$ cat config.mk
export PLATFORM = sky130hd
export DESIGN_NAME = clk_div_prog
export DESIGN_NICKNAME = d
export VERILOG_FILES = /design/src/rtl/clk_div_prog.sv
export SDC_FILE = /design/constraint.sdc
export NUM_CORES = 1
export LEC_CHECK = 0
export BUFFER_PORTS_ARGS = -buffer_cell sky130_fd_sc_hd__buf_2
export CORE_ASPECT_RATIO = 0.7
export CORE_MARGIN = 2
export CORE_UTILIZATION = 40
export DETAILED_ROUTE_END_ITERATION = 16
export PLACE_DENSITY_LB_ADDON = 0.12
export SYNTH_ARGS = -nofsm -noshare
export SYNTH_HDL_FRONTEND = slang
export SYNTH_SLANG_ARGS = --single-unit
export TNS_END_PERCENT = 1
$ cat constraint.sdc
create_clock -name clk -period 3.2 [get_ports clk]
set_clock_uncertainty 0.15 [all_clocks]
set_input_delay 0.32 -clock clk [delete_from_list [all_inputs] [get_ports clk]]
set_output_delay 0.32 -clock clk [all_outputs]
set_load 0.1 [all_outputs]
$ cat src/rtl/clk_div_prog.sv
// Runtime-programmable integer clock divider, 50% duty for odd and even ratios.
// Ratio and enable are only acted upon at period boundaries.
module clk_div_prog #(
  parameter int unsigned W     = 8,
  parameter int unsigned DEF_N = 4
) (
  input  logic         clk,
  input  logic         rst_n,
  input  logic         en,
  input  logic [W-1:0] div_n,
  output logic         div_clk,
  output logic         div_tick,
  output logic [W-1:0] cur_div,
  output logic         running,
  output logic         clamp
);

  localparam logic [0:0]   S_IDLE = 1'b0;
  localparam logic [0:0]   S_RUN  = 1'b1;
  localparam logic [W-1:0] DEF    = W'(DEF_N);
  localparam logic [W-1:0] MIN_N  = W'(2);

  logic [0:0]   r_state;
  logic [W-1:0] r_cnt;
  logic         r_q_pos;
  logic         r_q_neg;
  logic         r_tick;
  logic [W-1:0] r_cur_div;
  logic         r_clamp;
  logic         r_odd;

  logic [W-1:0] w_half;
  logic [W-1:0] w_cnt_nxt;
  logic         w_last;
  logic         w_start;
  logic         w_new_clamp;
  logic [W-1:0] w_new_div;

  // floor(N/2) is H for both even and odd ratios
  assign w_half      = r_cur_div >> 1;
  assign w_cnt_nxt   = r_cnt + 1'b1;
  assign w_last      = (r_state == S_RUN) && (r_cnt == r_cur_div - 1'b1);
  assign w_start     = en && ((r_state == S_IDLE) || w_last);
  assign w_new_clamp = (div_n < MIN_N);
  assign w_new_div   = w_new_clamp ? MIN_N : div_n;

  always_ff @(posedge clk or negedge rst_n) begin
    if (!rst_n) begin
      r_state   <= S_IDLE;
      r_cnt     <= '0;
      r_q_pos   <= 1'b0;
      r_tick    <= 1'b0;
      r_cur_div <= DEF;
      r_clamp   <= 1'b0;
      r_odd     <= DEF[0];
    end else if (w_start) begin
      r_state   <= S_RUN;
      r_cnt     <= '0;
      r_q_pos   <= 1'b1;
      r_tick    <= 1'b1;
      r_cur_div <= w_new_div;
      r_clamp   <= w_new_clamp;
      r_odd     <= w_new_div[0];
    end else if (w_last) begin
      r_state <= S_IDLE;
      r_cnt   <= '0;
      r_q_pos <= 1'b0;
      r_tick  <= 1'b0;
    end else if (r_state == S_RUN) begin
      r_cnt   <= w_cnt_nxt;
      r_q_pos <= (w_cnt_nxt < w_half);
      r_tick  <= 1'b0;
    end else begin
      r_tick <= 1'b0;
    end
  end

  // Half-cycle extension of the high phase for odd ratios
  always_ff @(negedge clk or negedge rst_n) begin
    if (!rst_n) begin
      r_q_neg <= 1'b0;
    end else begin
      r_q_neg <= r_q_pos;
    end
  end

  assign div_clk  = r_q_pos | (r_q_neg & r_odd);
  assign div_tick = r_tick;
  assign cur_div  = r_cur_div;
  assign running  = (r_state == S_RUN);
  assign clamp    = r_clamp;

endmodule
# == After elaboration in Yosys (flattened, before gate mapping) ==
# Cells that the tools add are included.
# word_totals
ff_bits,22
out_inout_bits,12
wordCells,31
# op_classes
addsub,2
n_lt_le_gt_ge,2
eq_ne,1
n_mux,10
bitwise_logic,3
reduce_logical,5
# ops
op,n
$mux W8,4
$add A8 B1 Y8 const B,1
$eq A8 B8 Y1,1
$lt A8 B2 Y1 const B,1
$lt A8 B7 Y1,1
$sub A8 B1 Y8 const B,1
$mux W1,6
$reduce_bool A3 Y1,1
$logic_and A1 B1 Y1,2
$reduce_bool A2 Y1,1
$and A1 B1 Y1,1
$logic_or A1 B1 Y1,1
$not A1 Y1,1
$or A1 B1 Y1,1

# == Longest topological paths before layout ==
# depth
depth_word,6
ltp_mapped,10

==> summary.txt <==
row count: 18
post-DP HPWL: 2490 um
Final Max Tran Viols: 0
simple-gate share of the synthesized area: 13.7%
post-synth top area share: 33.2%
Max Fanout on Critical Path: 1
Reg2Reg Setup Slack: 0.34 ns
reg2reg start: cur_div[0]
largest family of logic cells by synthesized area: compound AO/OA/AOI/OAI gates
CTS Sinks: 21
Critical Path AT: 2.59 ns
Worst Path Class, Setup: flip-flop to primary output
Root Driver: clkbuf_8
Clock transition at path regs: 0.08 ns
Chip Width: 75.6 um
Worst Hold End: cur_div[3]
layout cells sized above 1: 25.3%
Sequential Area: 528 um^2
run status: finished, final reports clean
vias in the first global route: 1177
Top Ports: 23
max_slew headroom: 61.7%
beginning of the worst hold path: div_n[3]
Slew @ Worst Pin: 0.572 ns
Max Cap Viol: 0
CTS buffer count: 3
ys async rst share: 100%
syn_nets: 161
placed cell areas: 1610 um^2
Nets: 186
# DRC: 0
#FFs+latches synth: 21
Longest Clk Path Bufs: 2
H-Tree Depth: 1
initial DRC count: 87
Total Wirelength: 3290 um
DR vias: 1187
Hold WC Path Type: input port to flip-flop
Post-Syn Instances: 142
Seq/Total Area, Yosys: 36.7%
yosys warns: 0
Slowest cell on crit path: dfrtn_1
Synth Area in Compound Gates: 19.5%
crit-path cells: a21o_1, buf_12
vias per cell: 5.50
Post-Route Setup TNS: 0 ns
Worst Slack Setup Final: 0.135 ns
Synth Flop Type: dfrtp_1
dpl ws: 0.387 ns
Crit Reg-Reg Endpoint: clamp
Worst Setup End Kind: primary output
largest net degree at the start of global routing: 21
Worst EP required: 2.73 ns
Synth Area in Adders: 6.98%
CTS tree: built
Max stage delay on crit path: 0.39 ns
GR peak layer: met2
Post-synth top cells: dfrtp_1, inv_1, nand2_1, xor2_1
height of the die: 54.1 um
DR WL/cell: 15.2 um
post-synth top area cell: dfrtp_1
Mapped Area: 1430 um^2
M1 GR Usage: 27.8%
All-Layer GR Usage: 18.9%
global-route wire length before repair: 5690 um
Synth Area in XOR/XNOR: 9.77%
final setup fails: 0
top post-synthesis cells by area: dfrtp_1, ha_1, mux2_4
RSZ-0062 raised after global routing: false
# fillers: 336
WP buf/inv: 1
count leader, synth: dfrtp_1
library cells used by synthesis: 44
met3 Use GR: 4.68%
mean post-synth cell area: 10.1 um^2
global route total overflow: 0
Starting Density: 41.3%
Multi-input gate area: 837 um^2
Die ar.: 4090 um^2
final hold vios: 0
delay-heaviest family, CP: flip-flops
met2 Use GR: 28.3%
Finished Cell Area: 1670 um^2
worst skew pair latency: 0.26 ns
PostCTS Resize Cnt: 0
GP Congestion: 0.835
worst r2r path cells: 8
Area Growth Syn to Fin: 16.3%
core area: 3470 um^2
antenna violations before repair: 0
antenna viol nets, final: 0
number of enable flip-flop cells after synthesis: 0
critical path launch point type: flip-flop
iteration count of the initial detailed-routing pass: 4
hold path depth: 2
mux contribution to synthesized area: 8.38%
Port Buffers: 22
number of diodes: 0
==> worst max path at each step <==
stage / end / slack [ns] / depth (start not counted) / startpoint
after floorplan: div_clk / 0.1 / 1 / r_q_neg
after global placement: div_clk / 0.43 / 2 / r_q_neg
after detailed placement: cur_div[4] / 0.39 / 8 / cur_div[0]
after CTS: div_clk / 0.13 / 2 / r_q_neg
after global routing: div_clk / 0.09 / 2 / r_q_neg
final: div_clk / 0.14 / 2 / r_q_neg
==> worst register-to-register path, cell delays in order (launching register included) <==
cell and delay (ns):
dfrtp_1 0.51, inv_1 0.10, ha_1 0.28, o21bai_1 0.19, a2111oi_0 0.52, a311oi_2 0.10
a221oi_4 0.39, o21ai_4 0.18, mux2_4 0.33
==> layout make-up <==
class / count / area share (%)
inverters: 12 / 2.70
well taps: 50 / 3.75
multi-input cells: 104 / 50.2
clock buffers: 4 / 2.70
repair buffers: 25 / 9.00
flip-flops and latches: 21 / 31.7
==> metrics by stage <==
| step | cells | hold slack, ns | util (%) |
|---|---|---|---|
| 3_5_place_dp | 211 | 0.181 | 46.5 |
| 6_report | 216 | 0.149 | 48.1 |
| 5_1_grt | 216 | 0.142 | 48.1 |
| 4_1_cts | 216 | 0.143 | 48.1 |
| 3_3_place_gp | 211 | 0.173 | 46.5 |
| 2_1_floorplan | 142 | -0.126 | - |
==> cell families after synthesis <==
family                   count (synthesis)
XOR/XNOR                                16
flip-flops                              21
AO/OA/AOI/OAI                           34
multiplexers                             9
adder cells (fa/ha/maj)                  8
AND/OR/NAND/NOR                         37
buffers and inverters                   17
==> timing repair <==
item                      in CTS  in global routing
hold buffers                   1                  0
hold endpoints to repair      19                  0
setup buffers                  0                  0
==> sequential cells by signal (all words and copies together) (netlist names) <==
signal,cells
r_q_neg,1
cur_div,8
r_q_pos,1
div_tick,1
clamp,1
running,1
r_cnt,8
==> cells in the final DEF (no fill, tap or decap), types with 4 or more instances in the layout <==
| cell type | n |
|---|---|
| xor2_1 | 9 |
| buf_2 | 21 |
| a22o_1 | 6 |
| o21ai_0 | 6 |
| nand2_1 | 9 |
| ha_1 | 8 |
| nor2_1 | 8 |
| a21oi_1 | 4 |
| xnor2_1 | 7 |
| a21o_1 | 4 |
| dfrtp_1 | 18 |
| mux2_4 | 6 |
| inv_1 | 12 |
==> routing by layer <==
| layer | part of all wire, % | vias up | wire (um) |
|---|---|---|---|
| li1 | - | 558 | - |
| met1 | 49 | 584 | 1620 |
| met5 | 0 | - | 0 |
| met3 | 6.9 | 4 | 226 |
| met2 | 43 | 41 | 1430 |
| met4 | 0.64 | 0 | 21 |
Power is left out: the tool's default activity adds up to more than one toggle a clock period on the data nets, which glitch-free logic cannot reach.
